[config.mk]
export PLATFORM = sky130hd
export DESIGN_NAME = spi_cmd_decoder
export DESIGN_NICKNAME = d
export VERILOG_FILES = /design/src/rtl/spi_cmd_decoder.sv
export SDC_FILE = /design/constraint.sdc
export NUM_CORES = 1
export LEC_CHECK = 0
export ABC_AREA = 1
export CAP_MARGIN = 25
export CORE_AREA = 2 2 81 83
export DETAILED_ROUTE_END_ITERATION = 12
export DIE_AREA = 0 0 83 85
export PLACE_DENSITY = 0.7
export SLEW_MARGIN = 20
export SYNTH_ARGS = -nofsm -noshare
export SYNTH_HDL_FRONTEND = slang
export SYNTH_SLANG_ARGS = --single-unit
[constraint.sdc]
create_clock -name clk -period 1.9 [get_ports clk]
set_input_delay 0.19 -clock clk [delete_from_list [all_inputs] [get_ports clk]]
set_output_delay 0.19 -clock clk [all_outputs]
set_load 0.02 [all_outputs]
[src/rtl/spi_cmd_decoder.sv]
// SPI slave byte-level frame parser: READ/WRITE commands with big-endian address and burst auto-increment.
// Define SPI_CMD_STATUS_EN to add the RDSR (0x05) status opcode; the default build treats 0x05 as illegal.
module spi_cmd_decoder #(
   parameter logic [7:0]  CMD_READ  = 8'h03,
   parameter logic [7:0]  CMD_WRITE = 8'h02,
   parameter int unsigned ADDR_W    = 16
) (
   input  logic              clk,
   input  logic              rst,
   input  logic              cs_n,
   input  logic              rx_valid,
   input  logic [7:0]        rx_byte,
   output logic [ADDR_W-1:0] mem_addr,
   output logic              mem_wr,
   output logic [7:0]        mem_wdata,
   output logic              mem_rd,
   input  logic [7:0]        mem_rdata,
   output logic              tx_load,
   output logic [7:0]        tx_byte,
   output logic              cmd_err
);

   localparam int unsigned NBYTES = ADDR_W / 8;
   localparam int unsigned CNT_W  = $clog2(NBYTES + 1);
`ifdef SPI_CMD_STATUS_EN
   localparam logic [7:0]  CMD_RDSR = 8'h05;
`endif

   typedef enum logic [2:0] {
      S_IDLE,
      S_CMD,
      S_ADDR,
      S_WRITE,
      S_READ,
      S_ERR
   } state_t;

   state_t            state_q, state_d;
   logic              is_read_q, is_read_d;
   logic [CNT_W-1:0]  cnt_q, cnt_d;
   logic [ADDR_W-1:0] addr_q, addr_d;
   logic [7:0]        wdata_q, wdata_d;
   logic              wr_q, wr_d;
   logic              rd_q, rd_d;
   logic              rd_pend_q, rd_pend_d;
   logic              tx_load_q, tx_load_d;
   logic [7:0]        tx_byte_q, tx_byte_d;
   logic              err_q, err_d;
`ifdef SPI_CMD_STATUS_EN
   logic              err_sticky_q, err_sticky_d;
   logic              wr_seen_q, wr_seen_d;
`endif

   always_comb begin
      state_d   = state_q;
      is_read_d = is_read_q;
      cnt_d     = cnt_q;
      addr_d    = addr_q;
      wdata_d   = wdata_q;
      wr_d      = 1'b0;
      rd_d      = 1'b0;
      rd_pend_d = rd_q;
      tx_load_d = 1'b0;
      tx_byte_d = tx_byte_q;
      err_d     = 1'b0;
`ifdef SPI_CMD_STATUS_EN
      err_sticky_d = err_sticky_q | err_q;
      wr_seen_d    = wr_seen_q | wr_q;
`endif

      // Post-write increment and read-data hand-off run regardless of cs_n so pending strobes finish.
      if (wr_q) begin
         addr_d = addr_q + ADDR_W'(1);
      end
      if (rd_pend_q) begin
         tx_load_d = 1'b1;
         tx_byte_d = mem_rdata;
      end

      if (cs_n) begin
         state_d = S_IDLE;
      end else begin
         case (state_q)
            S_IDLE: state_d = S_CMD;
            S_CMD: begin
               if (rx_valid) begin
                  if (rx_byte == CMD_READ || rx_byte == CMD_WRITE) begin
                     is_read_d = (rx_byte == CMD_READ);
                     cnt_d     = '0;
                     state_d   = S_ADDR;
`ifdef SPI_CMD_STATUS_EN
                  end else if (rx_byte == CMD_RDSR) begin
                     tx_load_d    = 1'b1;
                     tx_byte_d    = {6'b0, err_sticky_q, wr_seen_q};
                     err_sticky_d = 1'b0;
                     wr_seen_d    = 1'b0;
                     state_d      = S_ERR;
`endif
                  end else begin
                     err_d   = 1'b1;
                     state_d = S_ERR;
                  end
               end
            end
            S_ADDR: begin
               if (rx_valid) begin
                  addr_d = (addr_q << 8) | ADDR_W'(rx_byte);
                  cnt_d  = cnt_q + CNT_W'(1);
                  if (cnt_q == CNT_W'(NBYTES - 1)) begin
                     state_d = is_read_q ? S_READ : S_WRITE;
                     rd_d    = is_read_q;
                  end
               end
            end
            S_WRITE: begin
               if (rx_valid) begin
                  wr_d    = 1'b1;
                  wdata_d = rx_byte;
               end
            end
            S_READ: begin
               if (rx_valid) begin
                  addr_d = addr_q + ADDR_W'(1);
                  rd_d   = 1'b1;
               end
            end
            S_ERR:   state_d = S_ERR;
            default: state_d = S_IDLE;
         endcase
      end
   end

   always_ff @(posedge clk or posedge rst) begin
      if (rst) begin
         state_q   <= S_IDLE;
         is_read_q <= 1'b0;
         cnt_q     <= '0;
         addr_q    <= '0;
         wdata_q   <= '0;
         wr_q      <= 1'b0;
         rd_q      <= 1'b0;
         rd_pend_q <= 1'b0;
         tx_load_q <= 1'b0;
         tx_byte_q <= '0;
         err_q     <= 1'b0;
      end else begin
         state_q   <= state_d;
         is_read_q <= is_read_d;
         cnt_q     <= cnt_d;
         addr_q    <= addr_d;
         wdata_q   <= wdata_d;
         wr_q      <= wr_d;
         rd_q      <= rd_d;
         rd_pend_q <= rd_pend_d;
         tx_load_q <= tx_load_d;
         tx_byte_q <= tx_byte_d;
         err_q     <= err_d;
      end
   end

`ifdef SPI_CMD_STATUS_EN
   always_ff @(posedge clk or posedge rst) begin
      if (rst) begin
         err_sticky_q <= 1'b0;
         wr_seen_q    <= 1'b0;
      end else begin
         err_sticky_q <= err_sticky_d;
         wr_seen_q    <= wr_seen_d;
      end
   end
`endif

   assign mem_addr  = addr_q;
   assign mem_wr    = wr_q;
   assign mem_wdata = wdata_q;
   assign mem_rd    = rd_q;
   assign tx_load   = tx_load_q;
   assign tx_byte   = tx_byte_q;
   assign cmd_err   = err_q;

endmodule

# Word-level counts from Yosys, hierarchy flattened
# Cells that the tools add are included.
# word_totals
elab_cells	66
register_bits	43
in_bits	20
output_inout_bits	36
# classes
n_bitwise	2
muxes	28
n_eq_ne	15
n_addsub	2
reduce_logical	8
# ops
operator	n
2-to-1 mux 16 bit	4
one-hot mux 16 bit (2 select lines)	1
2-to-1 mux 3 bit	6
adder 16 x 1 -> 16 bit, second input constant	1
equality test 8 x 2 -> 1 bit, second input constant	2
OR 16 x 8 -> 16 bit	1
one-hot mux 3 bit (5 select lines)	1
2-to-1 mux 1 bit	11
!= test 3 bit, second input constant	3
AND reduction 4 bit	2
equality test 3 x 2 -> 1 bit, second input constant	2
equality test 3 bit, second input constant	2
2-to-1 mux 2 bit	3
!= test 2 bit, second input constant	3
AND reduction 5 bit	1
one-hot mux 2 bit (2 select lines)	1
equality test 3 x 1 -> 1 bit, second input constant	1
zero test 3 bit	1
AND reduction 3 bit	1
adder 2 x 1 -> 2 bit, second input constant	1
equality test 2 x 1 -> 1 bit, second input constant	1
!= test 2 x 1 -> 1 bit, second input constant	1
one-hot mux 1 bit (2 select lines)	1
nonzero test 2 bit	1
3 further kinds	3

# Longest topological paths before layout
# Gate-level depths: netlist of the first run.
# logic_depth
depth_word	6
mapped_depth	12

# Worst setup path after synthesis of the first run
# OpenSTA, ideal clock, no wires.
# synth_timing
kind	register to register
startpoint	register addr_q[0], in the netlist mem_addr[0]
endpoint	register addr_q[6], in the netlist mem_addr[6]
setup_time_ns	0.124
required_ns	1.776
stages_incl_launch_ff	9
path_slack_ns	0.311
synth_period_minus_slack_ns	1.589
arrival_time_ns	1.465
cell_sequence	dfrtp_1 -> ha_1 -> nand2_2 -> nor3_2 -> o21ai_2 -> nand3_1 -> nand2_1 -> nand2_1 -> nand3_1
# synth_via
elab_chain_len	5
elab_cells_between_ends	6
# synth_lines
item	line_no	rtl
from (decl)	41	logic [ADDR_W-1:0] addr_q, addr_d;
from (signal assigned)	150	addr_q <= addr_d;
adder 16 x 1 -> 16 bit *	73, 123	
2-to-1 mux 16 bit	72	if (wr_q) begin
2-to-1 mux 16 bit, on equally long branches	122, 106	
one-hot mux 16 bit (2 select lines)	83	case (state_q)
2-to-1 mux 16 bit *	80	if (cs_n) begin
net addr_d[6]	41	
# Mark *: on every way through the listed nets, which the timed path passes. The rest lies on a longest branch.
# A chain may end at the register's enable or synchronous reset.

# Worst setup path in the final report of the first run
# layout_timing
startpoint	register addr_q[2], in the netlist mem_addr[2]
endpoint	output port mem_addr[2]
# layout_lines
item	line_no	rtl
to (decl)	13	output logic [ADDR_W-1:0] mem_addr,
# No word-level cell between the ends.

==> results.toml, run 1 <==
[outcome]
run_status = "finished clean"

[drt]
totalWireLength_mm = 7.03
dr_total_vias = 2696
final_ant_viol_nets = 0
route.met2.wl_mm = 3.40
routedLengthMet1_mm = 3.00
met3WireLength_um = 503
top_layer_used = "met4"
detailedRoute.firstIterationViolations = 201
viasPerCell = 5.27
route.detailed.drc = 0
drtPass1Iterations = 4
routed_wire_length_per_instance_um = 13.7

[floorplanning]
coreArea_sq_um = 6200
floorplan.die.height_um = 85
design.portCount = 56
die-width_um = 83
die_area_sq_um = 7060
initial_util_pct = 43.3
placementRows = 29

[sta]
setup_violations = 0
min_period_ps = 1680
max_freq_mhz = 594
rsz0062_at_grt = "no"
worst_slew_pin_slew_ps = 561
hold_viol_final = 0
max-slew-margin-rel_pct = 62.6
tns_ps = 0
slew_viol_final = 0
final.period_utilization_pct = 88.5
clock_skew_ps = 12.6

[critical_path]
cp_top_family = "buffers and inverters"
largest_stage_delay_worst_path_ps = 680
timing.critical_path.slowest_stage_cell = "sky130_fd_sc_hd__clkdlybuf4s50_1"
worst_setup_path_start_kind = "flip-flop"
crit_path_cells = "clkdlybuf4s50_1"
buffer_and_inverter_count_on_the_worst_path = 1
timing.critical_path.arrival_ps = 1490
cp_data_required_time_ps = 1710
worstSetupPathType = "reg -> out"
endpoint_kind = "primary output"
critical_path.max_fanout = 7

[cts]
number_of_buffers_created_by_cts = 5
path_clk_slew_ps = 90
cts_tree = "built"
clk_latency_ps = 300
cts_hold_repair.buffers = 0
cts-htree-levels = 2
post_cts.repair.setup_buffers = 0
post_cts_sizing_count = 0
ctsLongestPathBuffers = 2
cts.root.buffer_cell = "sky130_fd_sc_hd__clkbuf_8"
tritoncts_num_sinks = 43

[synthesis]
synth.lib_cells_used.distinct = 31
most_used_dff_post_synth = "sky130_fd_sc_hd__dfrtp_1"
nets_in_the_synthesized_netlist = 395
yosys_warnings = 0
synth_cells = 373
synth.avg_cell_area_sq_um = 7.20
synth-edff-count = 0
post_synth_instance_area_sq_um = 2680
yosys-top-cells-area = "sky130_fd_sc_hd__dfrtp_1 40%, sky130_fd_sc_hd__nand2_1 17%, sky130_fd_sc_hd__nand3_1 8.0%"
synth-seq-cells = 43
synth_top_area_cell = "sky130_fd_sc_hd__dfrtp_1"
postSynth.asyncResetShare_pct = 100
synth_top_area_share_pct = 40.1
synth.yosys.seq_area_share_pct = 40.1

[worst_hold_path]
hold_class = "in -> async"

[placed_design]
routabilityCongestion = 0.926
post-dp-hpwl_mm = 5.26
total_instance_count_after_detailed_placement = 505
port_buffers = 55

[pwr]
peakVddDrop_mv = 0.604
cellLeakagePower_nw = 1.63
pwr_density_nw_per_um2 = 1200
power.total_w = 0.00412

[run]
drv_cap = 0

[global_route]
globalRoute.totalOverflow = 0
grt_pass1_vias = 2558
track_usage_pct = 20.8
antenna_found_initial = 0
grt_start_max_net_pins = 44
wire_length_of_the_first_global_routing_pass_mm = 12.0

[finish]
design.final.nets = 457
finalNonFillerCells = 512
final_layout_size_suffix_gt1_share_pct = 12.9
antenna_cells_inserted = 0
layout-area-overhead-vs-synth_pct = 28.3
## stage by stage
stage	utilization [%]	area [sq um]	worst slack [ps]	hold slack (ps)
after global routing	55.5	3440	172	387
after detailed placement	54.2	3360	222	357
final	55.5	3440	218	334
after global placement	54.2	3360	236	358
after floorplan	-	2680	311	300
after CTS	55.5	3440	213	355
## cell families after synthesis
family	after synthesis	share of synthesized area, %
AO/OA/AOI/OAI	55	11.7
XOR/XNOR	5	1.63
adder cells (fa/ha/maj)	2	0.932
buffers and inverters	49	7.23
flip-flops	43	40.1
multiplexers	11	4.48
AND/OR/NAND/NOR	208	33.9
## sequential cells by signal, indices dropped and copies added, names as in the netlist
signal	flops
rd_pend_q	1
is_read_q	1
mem_wr	1
cnt_q	2
mem_rd	1
tx_load	1
state_q	3
tx_byte	8
cmd_err	1
mem_addr	16
mem_wdata	8
## layout make-up
| class | instances | area, sq um |
|---|---|---|
| fill | 591 | 2760 |
| inverter | 38 | 143 |
| multi-input combinational | 281 | 1410 |
| clock inverter | 2 | 13.8 |
| clock buffer | 5 | 68.8 |
| timing repair buffer | 66 | 633 |
| tap | 77 | 96.3 |
| sequential | 43 | 1080 |
## worst reg2reg max path, stage by stage, from the launching register on
cell and delay [ps]:
sky130_fd_sc_hd__dfrtp_1 420, sky130_fd_sc_hd__inv_1 120, sky130_fd_sc_hd__nand3_2 150, sky130_fd_sc_hd__inv_2 80, sky130_fd_sc_hd__nor2_1 60, sky130_fd_sc_hd__nor2_2 220, sky130_fd_sc_hd__inv_2 160, sky130_fd_sc_hd__nand3_1 120
sky130_fd_sc_hd__nand3_1 90
## Yosys cell counts, types with 3 or more instances
cell,count
sky130_fd_sc_hd__a21oi_1,7
sky130_fd_sc_hd__buf_2,8
sky130_fd_sc_hd__clkbuf_1,3
sky130_fd_sc_hd__dfrtp_1,43
sky130_fd_sc_hd__inv_1,31
sky130_fd_sc_hd__inv_2,6
sky130_fd_sc_hd__mux2_2,8
sky130_fd_sc_hd__mux2i_1,3
sky130_fd_sc_hd__nand2_1,122
sky130_fd_sc_hd__nand2_2,4
sky130_fd_sc_hd__nand3_1,43
sky130_fd_sc_hd__nand4_1,4
sky130_fd_sc_hd__nor2_1,19
sky130_fd_sc_hd__nor2_2,9
sky130_fd_sc_hd__o21ai_0,27
sky130_fd_sc_hd__o21ai_1,12
sky130_fd_sc_hd__xor2_1,4
## layer usage
metal,up-vias,track usage (%)
met4,0,6.41
met3,13,3.70
met2,101,35.8
li1,1333,-
met1,1249,26.9
met5,-,0
## path summary, 6_finish.rpt
kind,start,endpoint,slack (ps),depth (start not counted)
worst max register to register,state_q[2],mem_addr[6],360,8
worst min register to register,mem_rd,rd_pend_q,370,0
worst min-delay path,rst,mem_addr[1],330,3
max in group asynchronous,rst,mem_addr[15],1180,3
worst max-delay path,mem_addr[2],mem_addr[2],220,1
min in group clk,mem_rd,rd_pend_q,370,0
## power by group
group | internal (W) | switching (W)
clock network | 0.000252 | 0.000326
registers | 0.00117 | 0.000320
logic | 0.000912 | 0.00115
## placed cells by master, fill, tap and decap left out, drive strengths merged
cell type	instances
clkinv	3
and2	1
xor2	4
clkdlybuf4s50	55
o21ai	41
nand2	126
nand3	45
ha	2
clkbuf	5
nand4	4
o211ai	2
inv	37
dfrtp	43
mux2i	3
nor3	1
or2	2
o21bai	2
o221ai	1
buf	11
xnor2	1
mux2	8
a21oi	7
a22oi	2
nor2	29
Note: power is estimated with default switching activity, not from simulation.
==> inputs of run 2 (changes only) <==
PLACE_DENSITY = 0.8   (was 0.7)
==> run 2 against run 1 <==
  * Clock power rose by 26%
  * Worst hold slack got worse by 22 ps
  * Critical path depth stayed put
  * Via count increased by 2.7%
  * Sequential share of layout area about the same
  * Die area unchanged
  * Register-to-register slack got worse by 110 ps
  * Non-clock buffer count shrank 3
  * Flip-flop and latch count is the same
  * First-iteration DRC count rose by 21%
  * Critical path type unchanged
  * Largest power group unchanged
  * Highest routed layer unchanged
==> results.toml, run 2 (synthesized netlist as in run 1, its figures left out) <==
[pwr]
p_sw_share_pct = 42.9
internal_power_w = 0.00244
clock_power_share_pct = 17.0
power.total_w = 0.00427
cellLeakagePower_nw = 1.62
total_switching_power_w = 0.00183
p_seq_share_pct = 35.9
pwr_density_nw_per_um2 = 1240
share_comb_of_total_power_pct = 47.1
peakVddDrop_mv = 0.678

[cts]
post_cts.repair.setup_buffers = 0
cts-htree-levels = 2
cts_hold_repair.buffers = 0
post_cts_sizing_count = 0
path_clk_slew_ps = 90
cts_tree = "built"
number_of_buffers_created_by_cts = 5
tritoncts_num_sinks = 43
cts.root.buffer_cell = "sky130_fd_sc_hd__clkbuf_8"
clk_latency_ps = 300
ctsLongestPathBuffers = 2

[critical_path]
r2r_end = "mem_addr[6]"
cp_data_required_time_ps = 1710
timing.rr.start = "mem_addr[0]"
timing.critical_path.arrival_ps = 1490
endpoint_kind = "primary output"
buffer_and_inverter_count_on_the_worst_path = 1
critical_path.max_fanout = 7
worstSetupPathType = "reg -> out"
timing.critical_path.slowest_stage_cell = "sky130_fd_sc_hd__clkdlybuf4s50_1"
cp_top_family = "buffers and inverters"
rr_worst_depth = 8
crit_path_cells = "clkdlybuf4s50_1"
largest_stage_delay_worst_path_ps = 670
crit_start = "mem_addr[2]"
worst_setup_path_start_kind = "flip-flop"
endpoint = "mem_addr[2]"
path_depth = 1
reg2reg_setup_slack_ps = 250

[global_route]
globalRoute.totalOverflow = 0
grt_start_max_net_pins = 44
wire_length_of_the_first_global_routing_pass_mm = 12.3
antenna_found_initial = 0
grt_pass1_vias = 2634
track_usage_pct = 21.4

[drt]
totalWireLength_mm = 7.39
routed_wire_length_per_instance_um = 14.5
final_ant_viol_nets = 0
detailedRoute.firstIterationViolations = 244
dr_total_vias = 2770
viasPerCell = 5.44
route.detailed.drc = 0
drtPass1Iterations = 5

[sta]
final.period_utilization_pct = 88.2
rsz0062_at_grt = "no"
slew_viol_final = 0
tns_ps = 0
clock_skew_ps = 8.73
setup_violations = 0
max_freq_mhz = 597
hold_viol_final = 0
worst_slew_pin_slew_ps = 538
min_period_ps = 1680
fin_hold_ws_ps = 313
max-slew-margin-rel_pct = 64.1

[finish]
layout-area-overhead-vs-synth_pct = 28.4
antenna_cells_inserted = 0
layout.filler_cells = 554
layout_commonest_cell = "sky130_fd_sc_hd__nand2_1"
multiInputGateArea_sq_um = 1410
design.final.nets = 454
final-seq-area_sq_um = 1080
largest_register_ff_count = 16
final_layout_size_suffix_gt1_share_pct = 12.3
most-common-layout-cells = "122 x sky130_fd_sc_hd__nand2_1, 55 x sky130_fd_sc_hd__clkdlybuf4s50_1, 43 x sky130_fd_sc_hd__nand3_1, 43 x sky130_fd_sc_hd__dfrtp_1, 31 x sky130_fd_sc_hd__inv_1"

[placed_design]
routabilityCongestion = 0.970
port_buffers = 55
post-dp-hpwl_mm = 5.36

[worst_hold_path]
hold_class = "in -> async"

[floorplanning]
coreArea_sq_um = 6200
design.portCount = 56
die-width_um = 83
placementRows = 29
floorplan.die.height_um = 85
initial_util_pct = 43.3
die_area_sq_um = 7060

[run]
drv_cap = 0

[outcome]
run_status = "finished clean"
==> run 2: changes by cell type in the layout (fill, tap and decap cells not counted) <==
| cell | before | now |
|---|---|---|
| sky130_fd_sc_hd__bufinv_16 | 0 | 1 |
| sky130_fd_sc_hd__clkinv_4 | 1 | 0 |
| sky130_fd_sc_hd__buf_4 | 11 | 8 |
| sky130_fd_sc_hd__clkinvlp_4 | 0 | 1 |
| sky130_fd_sc_hd__clkinv_2 | 1 | 0 |
==> run 2: through the flow <==
| stage | setup slack (ps) | util (%) | cells | instance area (sq um) |
|---|---|---|---|---|
| finish | 224 | 55.5 | 509 | 3450 |
| global route | 85.0 | 55.5 | 509 | 3450 |
| CTS | 219 | 55.5 | 509 | 3450 |
| detailed placement | 167 | 53.8 | 502 | 3340 |
| global placement | 271 | 53.8 | 502 | 3340 |
| floorplan | 311 | - | 373 | 2680 |
==> run 2: worst min path at each step <==
| stage | start | depth (start not counted) | slack (ps) | end |
|---|---|---|---|---|
| 2_1_floorplan | rx_byte[1] | 2 | 300 | mem_wdata[1] |
| 3_3_place_gp | mem_rd | 0 | 360 | rd_pend_q |
| 3_5_place_dp | mem_rd | 0 | 370 | rd_pend_q |
| 4_1_cts | rst | 3 | 350 | mem_addr[10] |
| 5_1_grt | mem_rd | 0 | 390 | rd_pend_q |
| 6_report | rst | 3 | 310 | mem_addr[6] |
==> run 2: power groups by stage <==
stage                     Combinational [W]  Sequential (W)  Clock, W
after floorplan                     0.00101         0.00172         0
after global placement              0.00195         0.00153         0
after detailed placement            0.00200         0.00154         0
after CTS                           0.00201         0.00152  0.000733
after global routing                0.00222         0.00157  0.000766
final                               0.00201         0.00153  0.000727
==> run 2: cell type report <==
class | instances | area share (%)
multi-input combinational | 281 | 41.0
inverter | 38 | 4.14
tap | 77 | 2.80
timing repair buffer | 63 | 17.7
clock buffer | 5 | 2.00
clock inverter | 2 | 1.09
sequential | 43 | 31.2
==> run 2: per-layer routing <==
| layer | vias to the layer above | share of wire [%] | track usage, % |
|---|---|---|---|
| met2 | 129 | 49 | 36.1 |
| met5 | - | 0 | 0 |
| met4 | 0 | 3.4 | 10.4 |
| met1 | 1281 | 41 | 27.1 |
| met3 | 24 | 6.7 | 2.92 |
| li1 | 1336 | - | - |
==> inputs of run 3 (changes only) <==
ABC_CLOCK_PERIOD_IN_PS = 1900   (was default)
SLEW_MARGIN = default   (was 20)
TNS_END_PERCENT = 30   (was default)
==> results of run 3 <==
The final DEF is identical to that of run 2; final timing and power are the same.
